[src/rtl/kb_device_responder.sv]
// Keyboard/mouse device responder: decodes host serial frames on to_kb and answers
// keyboard/mouse queries on from_kb from two single-entry report buffers.
module kb_device_responder #(
    parameter int BIT_CLKS   = 265,
    parameter int TURNAROUND = 3
) (
    input  logic        clk,
    input  logic        reset_n,
    input  logic        to_kb,
    output logic        from_kb,
    input  logic        kb_valid,
    input  logic [15:0] kb_data,
    output logic        kb_ready,
    input  logic        ms_valid,
    input  logic [15:0] ms_data,
    output logic        ms_ready,
    output logic [1:0]  led_state,
    output logic        led_update,
    output logic        host_reset,
    output logic        online,
    output logic        frame_error
);

    localparam int TURN_CLKS = BIT_CLKS / 2 + TURNAROUND * BIT_CLKS;
    localparam int CW        = $clog2(TURN_CLKS + 1);

    localparam logic [CW-1:0] HALF_END = CW'(BIT_CLKS / 2 - 1);
    localparam logic [CW-1:0] BIT_END  = CW'(BIT_CLKS - 1);
    localparam logic [CW-1:0] TURN_END = CW'(TURN_CLKS - 1);

    // Frames are held with bit i = d_i (arrival order).
    localparam logic [7:0]  KB_QUERY    = 8'h10;
    localparam logic [7:0]  MS_QUERY    = 8'h11;
    localparam logic [20:0] RESET_FRAME = 21'h0007EF;
    localparam logic [20:0] LED_FRAME   = 21'h000700;
    localparam logic [20:0] LED_MASK    = 21'h1FCFFF;

    typedef enum logic [2:0] {
        S_IDLE,
        S_RX_START,
        S_RX_BITS,
        S_TURN,
        S_TX
    } state_t;

    state_t        state_q;
    logic          sync1_q, sync2_q, prev_q;
    logic [CW-1:0] cnt_q;
    logic [4:0]    bit_idx_q;
    logic [20:0]   frame_q;
    logic [19:0]   tx_sh_q;
    logic          query_ms_q;
    logic          from_kb_q;
    logic          kb_full_q, ms_full_q;
    logic [15:0]   kb_buf_q, ms_buf_q;
    logic          online_q;
    logic [1:0]    led_q;
    logic          led_update_q, host_reset_q, frame_error_q;

    logic [20:0]   frame_d;
    logic [20:0]   reply_d;
    logic          sel_full;
    logic [15:0]   sel_buf;

    always_comb begin
        frame_d = frame_q;
        for (int i = 0; i < 21; i++) begin
            if (bit_idx_q == 5'(i)) begin
                frame_d[i] = sync2_q;
            end
        end
        sel_full = query_ms_q ? ms_full_q : kb_full_q;
        sel_buf  = query_ms_q ? ms_buf_q  : kb_buf_q;
        // Line order: start, byte0 LSB-first, M0 M1 M2, byte1 LSB-first, F.
        if (sel_full) begin
            reply_d = {1'b0, sel_buf[15:8], 3'b010, sel_buf[7:0], 1'b0};
        end else begin
            reply_d = {1'b1, 8'h00, 3'b011, 8'h00, 1'b0};
        end
    end

    always_ff @(posedge clk or negedge reset_n) begin
        if (!reset_n) begin
            state_q       <= S_IDLE;
            sync1_q       <= 1'b1;
            sync2_q       <= 1'b1;
            prev_q        <= 1'b1;
            cnt_q         <= '0;
            bit_idx_q     <= '0;
            frame_q       <= '0;
            tx_sh_q       <= '0;
            query_ms_q    <= 1'b0;
            from_kb_q     <= 1'b1;
            kb_full_q     <= 1'b0;
            ms_full_q     <= 1'b0;
            kb_buf_q      <= '0;
            ms_buf_q      <= '0;
            online_q      <= 1'b0;
            led_q         <= 2'b00;
            led_update_q  <= 1'b0;
            host_reset_q  <= 1'b0;
            frame_error_q <= 1'b0;
        end else begin
            sync1_q       <= to_kb;
            sync2_q       <= sync1_q;
            prev_q        <= sync2_q;
            led_update_q  <= 1'b0;
            host_reset_q  <= 1'b0;
            frame_error_q <= 1'b0;

            if (kb_valid && !kb_full_q) begin
                kb_full_q <= 1'b1;
                kb_buf_q  <= kb_data;
            end
            if (ms_valid && !ms_full_q) begin
                ms_full_q <= 1'b1;
                ms_buf_q  <= ms_data;
            end

            case (state_q)
                S_IDLE: begin
                    if (prev_q && !sync2_q) begin
                        state_q <= S_RX_START;
                        cnt_q   <= '0;
                    end
                end

                S_RX_START: begin
                    if (cnt_q == HALF_END) begin
                        cnt_q <= '0;
                        if (sync2_q) begin
                            frame_error_q <= 1'b1;
                            state_q       <= S_IDLE;
                        end else begin
                            state_q   <= S_RX_BITS;
                            bit_idx_q <= '0;
                            frame_q   <= '0;
                        end
                    end else begin
                        cnt_q <= cnt_q + CW'(1);
                    end
                end

                S_RX_BITS: begin
                    if (cnt_q == BIT_END) begin
                        cnt_q     <= '0;
                        frame_q   <= frame_d;
                        bit_idx_q <= bit_idx_q + 5'd1;
                        if (bit_idx_q == 5'd7 &&
                            (frame_d[7:0] == KB_QUERY || frame_d[7:0] == MS_QUERY)) begin
                            query_ms_q <= frame_d[0];
                            state_q    <= online_q ? S_TURN : S_IDLE;
                        end else if (bit_idx_q == 5'd20) begin
                            state_q <= S_IDLE;
                            if (frame_d == RESET_FRAME) begin
                                host_reset_q <= 1'b1;
                                online_q     <= 1'b1;
                                kb_full_q    <= 1'b0;
                                ms_full_q    <= 1'b0;
                            end else if ((frame_d & LED_MASK) == LED_FRAME) begin
                                led_q        <= {frame_d[12], frame_d[13]};
                                led_update_q <= 1'b1;
                            end else begin
                                frame_error_q <= 1'b1;
                            end
                        end
                    end else begin
                        cnt_q <= cnt_q + CW'(1);
                    end
                end

                S_TURN: begin
                    if (cnt_q == TURN_END) begin
                        cnt_q     <= '0;
                        bit_idx_q <= '0;
                        from_kb_q <= reply_d[0];
                        tx_sh_q   <= reply_d[20:1];
                        state_q   <= S_TX;
                        // Drain takes priority; the buffer cannot load while full.
                        if (query_ms_q) begin
                            ms_full_q <= 1'b0;
                        end else begin
                            kb_full_q <= 1'b0;
                        end
                    end else begin
                        cnt_q <= cnt_q + CW'(1);
                    end
                end

                S_TX: begin
                    if (cnt_q == BIT_END) begin
                        cnt_q <= '0;
                        if (bit_idx_q == 5'd20) begin
                            from_kb_q <= 1'b1;
                            state_q   <= S_IDLE;
                        end else begin
                            from_kb_q <= tx_sh_q[0];
                            tx_sh_q   <= {1'b0, tx_sh_q[19:1]};
                            bit_idx_q <= bit_idx_q + 5'd1;
                        end
                    end else begin
                        cnt_q <= cnt_q + CW'(1);
                    end
                end

                default: state_q <= S_IDLE;
            endcase
        end
    end

    assign from_kb     = from_kb_q;
    assign kb_ready    = ~kb_full_q;
    assign ms_ready    = ~ms_full_q;
    assign led_state   = led_q;
    assign led_update  = led_update_q;
    assign host_reset  = host_reset_q;
    assign online      = online_q;
    assign frame_error = frame_error_q;

endmodule
[config.mk]
export PLATFORM = sky130hd
export DESIGN_NAME = kb_device_responder
export DESIGN_NICKNAME = d
export VERILOG_FILES = /design/src/rtl/kb_device_responder.sv
export SDC_FILE = /design/constraint.sdc
export NUM_CORES = 1
export LEC_CHECK = 0
export ABC_AREA = 1
export CORE_MARGIN = 2
export CORE_UTILIZATION = 60
export DETAILED_ROUTE_END_ITERATION = 8
export PLACE_DENSITY = 0.89
export SYNTH_ARGS = -nofsm -noshare
export SYNTH_HDL_FRONTEND = slang
export SYNTH_SLANG_ARGS = --single-unit
[constraint.sdc]
create_clock -name clk -period 2.8 [get_ports clk]
set_input_delay 0.7 -clock clk [delete_from_list [all_inputs] [get_ports clk]]
set_output_delay 0.7 -clock clk [all_outputs]
set_load 0.02 [all_outputs]
==> results by group <==
Global routing
  • GR Layer Usage met2: 43.4%
  • Number of global-route vias before repair: 4406
  • Met1 GRT Util: 33.8%
  • Antenna violations before repair: 0
  • Tot GR Track Use: 25.8%
  • Grt peak-use layer: met2
  • First-pass GRT wire length: 20.4 mm
  • Largest net degree at the start of global routing: 54
  • Met3 GRT Util: 4.26%
  • Grt ovf: 0

Power and ir drop
  • Pwr dens: 859 nW/um2
  • Leak Pwr: 2.72 nW
  • VDD IR max: 0.541 mV

Yosys
  • Unique masters post-synth: 38
  • Mean Syn Cell Area: 8.81 um2
  • Post-Synthesis Cells: 613
  • Top cells by area, synth: dfrtp_1 (46%), nand2_1 (8.8%), mux2_2 (6.7%)
  • List of most frequent post-synthesis cells: nand2_1 (127), dfrtp_1 (100), inv_1 (78), nor2_1 (44)
  • Top FF cell, synth: dfrtp_1
  • Top cell type by total area after synthesis: dfrtp_1
  • Synth async-reset ratio: 100%
  • EDFF count, synth: 0
  • Syn. warnings: 0
  • Synth Net Count: 658
  • Most frequent cell after synthesis: nand2_1
  • Post-synthesis sequential area ratio: 48.3%
  • Post-synth top area share: 46.3%
  • Synthesized cell area: 5400 um2
  • Post-synthesis register bit count: 104

Drt
  • Total wire length: 11.7 mm
  • Vias: 4359
  • 1st-iter DRT viols: 339
  • Routed Antenna Nets: 0
  • Vias per inst: 5.68
  • DR pass1 iterations: 5
  • Wire per inst: 15.2 um
  • Residual DRC: 0

Clocking
  • Root Buffer: clkbuf_8
  • CTS tree: done
  • Skew-Pair Late Insertion Delay: 0.37 ns
  • Clock Sinks: 104
  • Cts hold-fix bufs: 0
  • Setup repair bufs after CTS: 0
  • CTS max path bufs: 2
  • CTS resizes: 0
  • # H-tree levels: 3
  • Cts bufs inserted: 9
  • Reg clk slew, reported paths: 0.10 ns

STA
  • Worst hold margin: 0.224 ns
  • Setup TNS: 0 ns
  • Headroom to the max-slew limit: 51.5%
  • Worst slew pin tran: 0.726 ns
  • RSZ-0062 raised after global routing: no
  • Fin crit period: 2.27 ns
  • Final hold vios: 0
  • Fmax achieved: 442 MHz
  • Fin crit share: 80.9%
  • Worst clock skew: 0.0108 ns
  • Fin. max-slew vios: 0
  • Setup violations, final: 0

Layout
  • Fraction of layout instances using a drive strength above 1: 15.3%
  • Layout Nets: 700
  • N_diodes: 0
  • Post-route core utilization: 70.3%
  • Filler instances: 631
  • Final cell count without fillers: 767
  • Area Overhead vs Synth: 13.5%

Setup path
  • FF-to-FF Start: bit_idx_q[0]
  • Req. time, crit path: 3.07 ns
  • CP startpoint kind: register
  • RR Endpoint: kb_full_q
  • Worst-case reg-to-reg path depth: 12
  • Flop2flop setup slack: 0.53 ns
  • Crit-path max FO: 6
  • Crit path DAT: 2.53 ns
  • Worst setup EP type: register
  • Critical path class: register to register

Placed design
  • Port buffer count: 45
  • Placer congestion estimate: 0.914
  • HPWL after DPL: 8.25 mm
  • Placed insts: 752

Floorplanning
  • DIE HEIGHT: 98.9 um
  • Site Rows: 34
  • Core area: 8720 um2
  • Starting density of the core: 62.0%
  • Boundary pin count: 46
  • Die area: 9780 um2
  • Die W: 98.9 um

Run status
  • Status: complete, no violations

Worst hold path
  • HP Class: primary input to asynchronous set/reset pin

Run
  • Max-cap violations: 0
==> through the flow <==
step / cell area, um2 / total power (W) / setup WS, ns
2_1_floorplan: 5400 / 0.00378 / 0.907
3_3_place_gp: 5930 / 0.00415 / 0.639
3_5_place_dp: 5930 / 0.00430 / 0.564
4_1_cts: 6130 / 0.00527 / 0.553
5_1_grt: 6130 / 0.00564 / 0.342
6_report: 6130 / 0.00527 / 0.535
==> worst max-delay path, stage by stage (launching register included) <==
cell	delay [ns]
dfrtp_1	0.45
ha_1	0.28
inv_1	0.11
nor2_1	0.06
ha_1	0.21
o21ai_0	0.25
nand3_1	0.11
nor2_1	0.21
nand2_1	0.08
nor2_1	0.14
nand3_1	0.09
nand2_1	0.11
a21oi_1	0.07
==> flip-flops by register name (all words and copies together) (netlist names) <==
register / flops
led_update: 1
bit_idx_q: 5
cnt_q: 10
kb_full_q: 1
kb_buf_q: 16
sync2_q: 1
query_ms_q: 1
ms_full_q: 1
from_kb: 1
ms_buf_q: 16
frame_error: 1
online: 1
prev_q: 1
tx_sh_q: 20
frame_q: 21
state_q: 3
led_state: 2
sync1_q: 1
host_reset: 1
==> layout by cell type (no fill, tap or decap), types with 2 or more instances in the layout <==
cell,synthesis,layout
o21ai_1,23,23
inv_6,0,2
mux2_2,32,32
a21oi_1,11,11
nor2_2,9,9
o21ai_2,4,4
clkdlybuf4s50_1,0,44
nor2_4,7,7
nand3_2,2,2
o22ai_1,32,32
ha_1,8,8
inv_1,78,78
inv_2,8,8
nand3_4,2,2
nor2_1,44,44
dfstp_2,4,4
clkbuf_8,0,9
o21ai_0,21,21
nor3_1,3,3
mux2i_1,16,16
buf_4,1,5
xor2_1,2,2
a31oi_1,6,6
nand2_2,8,8
dfrtp_1,100,100
nand2_1,127,127
nand4_1,6,6
nand3_1,32,32
==> where the power goes <==
group          total [W]  internal (W)  switching (W)
logic            0.00212      0.000800        0.00132
clock network   0.000959      0.000423       0.000537
registers        0.00219       0.00194       0.000253
total            0.00527       0.00316        0.00211
==> area by class of cell <==
cell class | count | area [um2] | share of cell area (%)
inverters | 86 | 323 | 5.26
well taps | 108 | 135 | 2.20
multi-input cells | 404 | 2370 | 38.6
clock inverters | 6 | 75.1 | 1.22
repair buffers | 50 | 498 | 8.12
clock buffers | 9 | 124 | 2.02
flip-flops and latches | 104 | 2610 | 42.5
==> cells by family after synthesis <==
group | Yosys count | share of synthesized area (%)
AOI/OAI and AO/OA | 102 | 11.0
DFF | 104 | 48.3
xor gates and xnor gates | 3 | 0.486
muxes | 48 | 9.63
buffers and inverters | 105 | 7.87
and+or+nand+nor | 243 | 20.9
adders and majority gates | 8 | 1.85
==> how the worst max path moves through the flow <==
stage / start / to / slack, ns / cells after the start
after floorplan: bit_idx_q[0] / led_state[0] / 0.91 / 12
after global placement: ms_valid / ms_buf_q[11] / 0.64 / 3
after detailed placement: kb_valid / kb_buf_q[4] / 0.56 / 3
final: bit_idx_q[0] / kb_full_q / 0.53 / 12
after global routing: bit_idx_q[0] / led_state[1] / 0.34 / 13
after CTS: state_q[0] / bit_idx_q[3] / 0.55 / 8
==> per-layer routing <==
metal | up-vias | wire length [um]
met4 | 0 | 218
met3 | 22 | 696
met2 | 150 | 5840
li1 | 2093 | -
met5 | - | 0
met1 | 2094 | 4920
(Power assumes the default switching activity.)
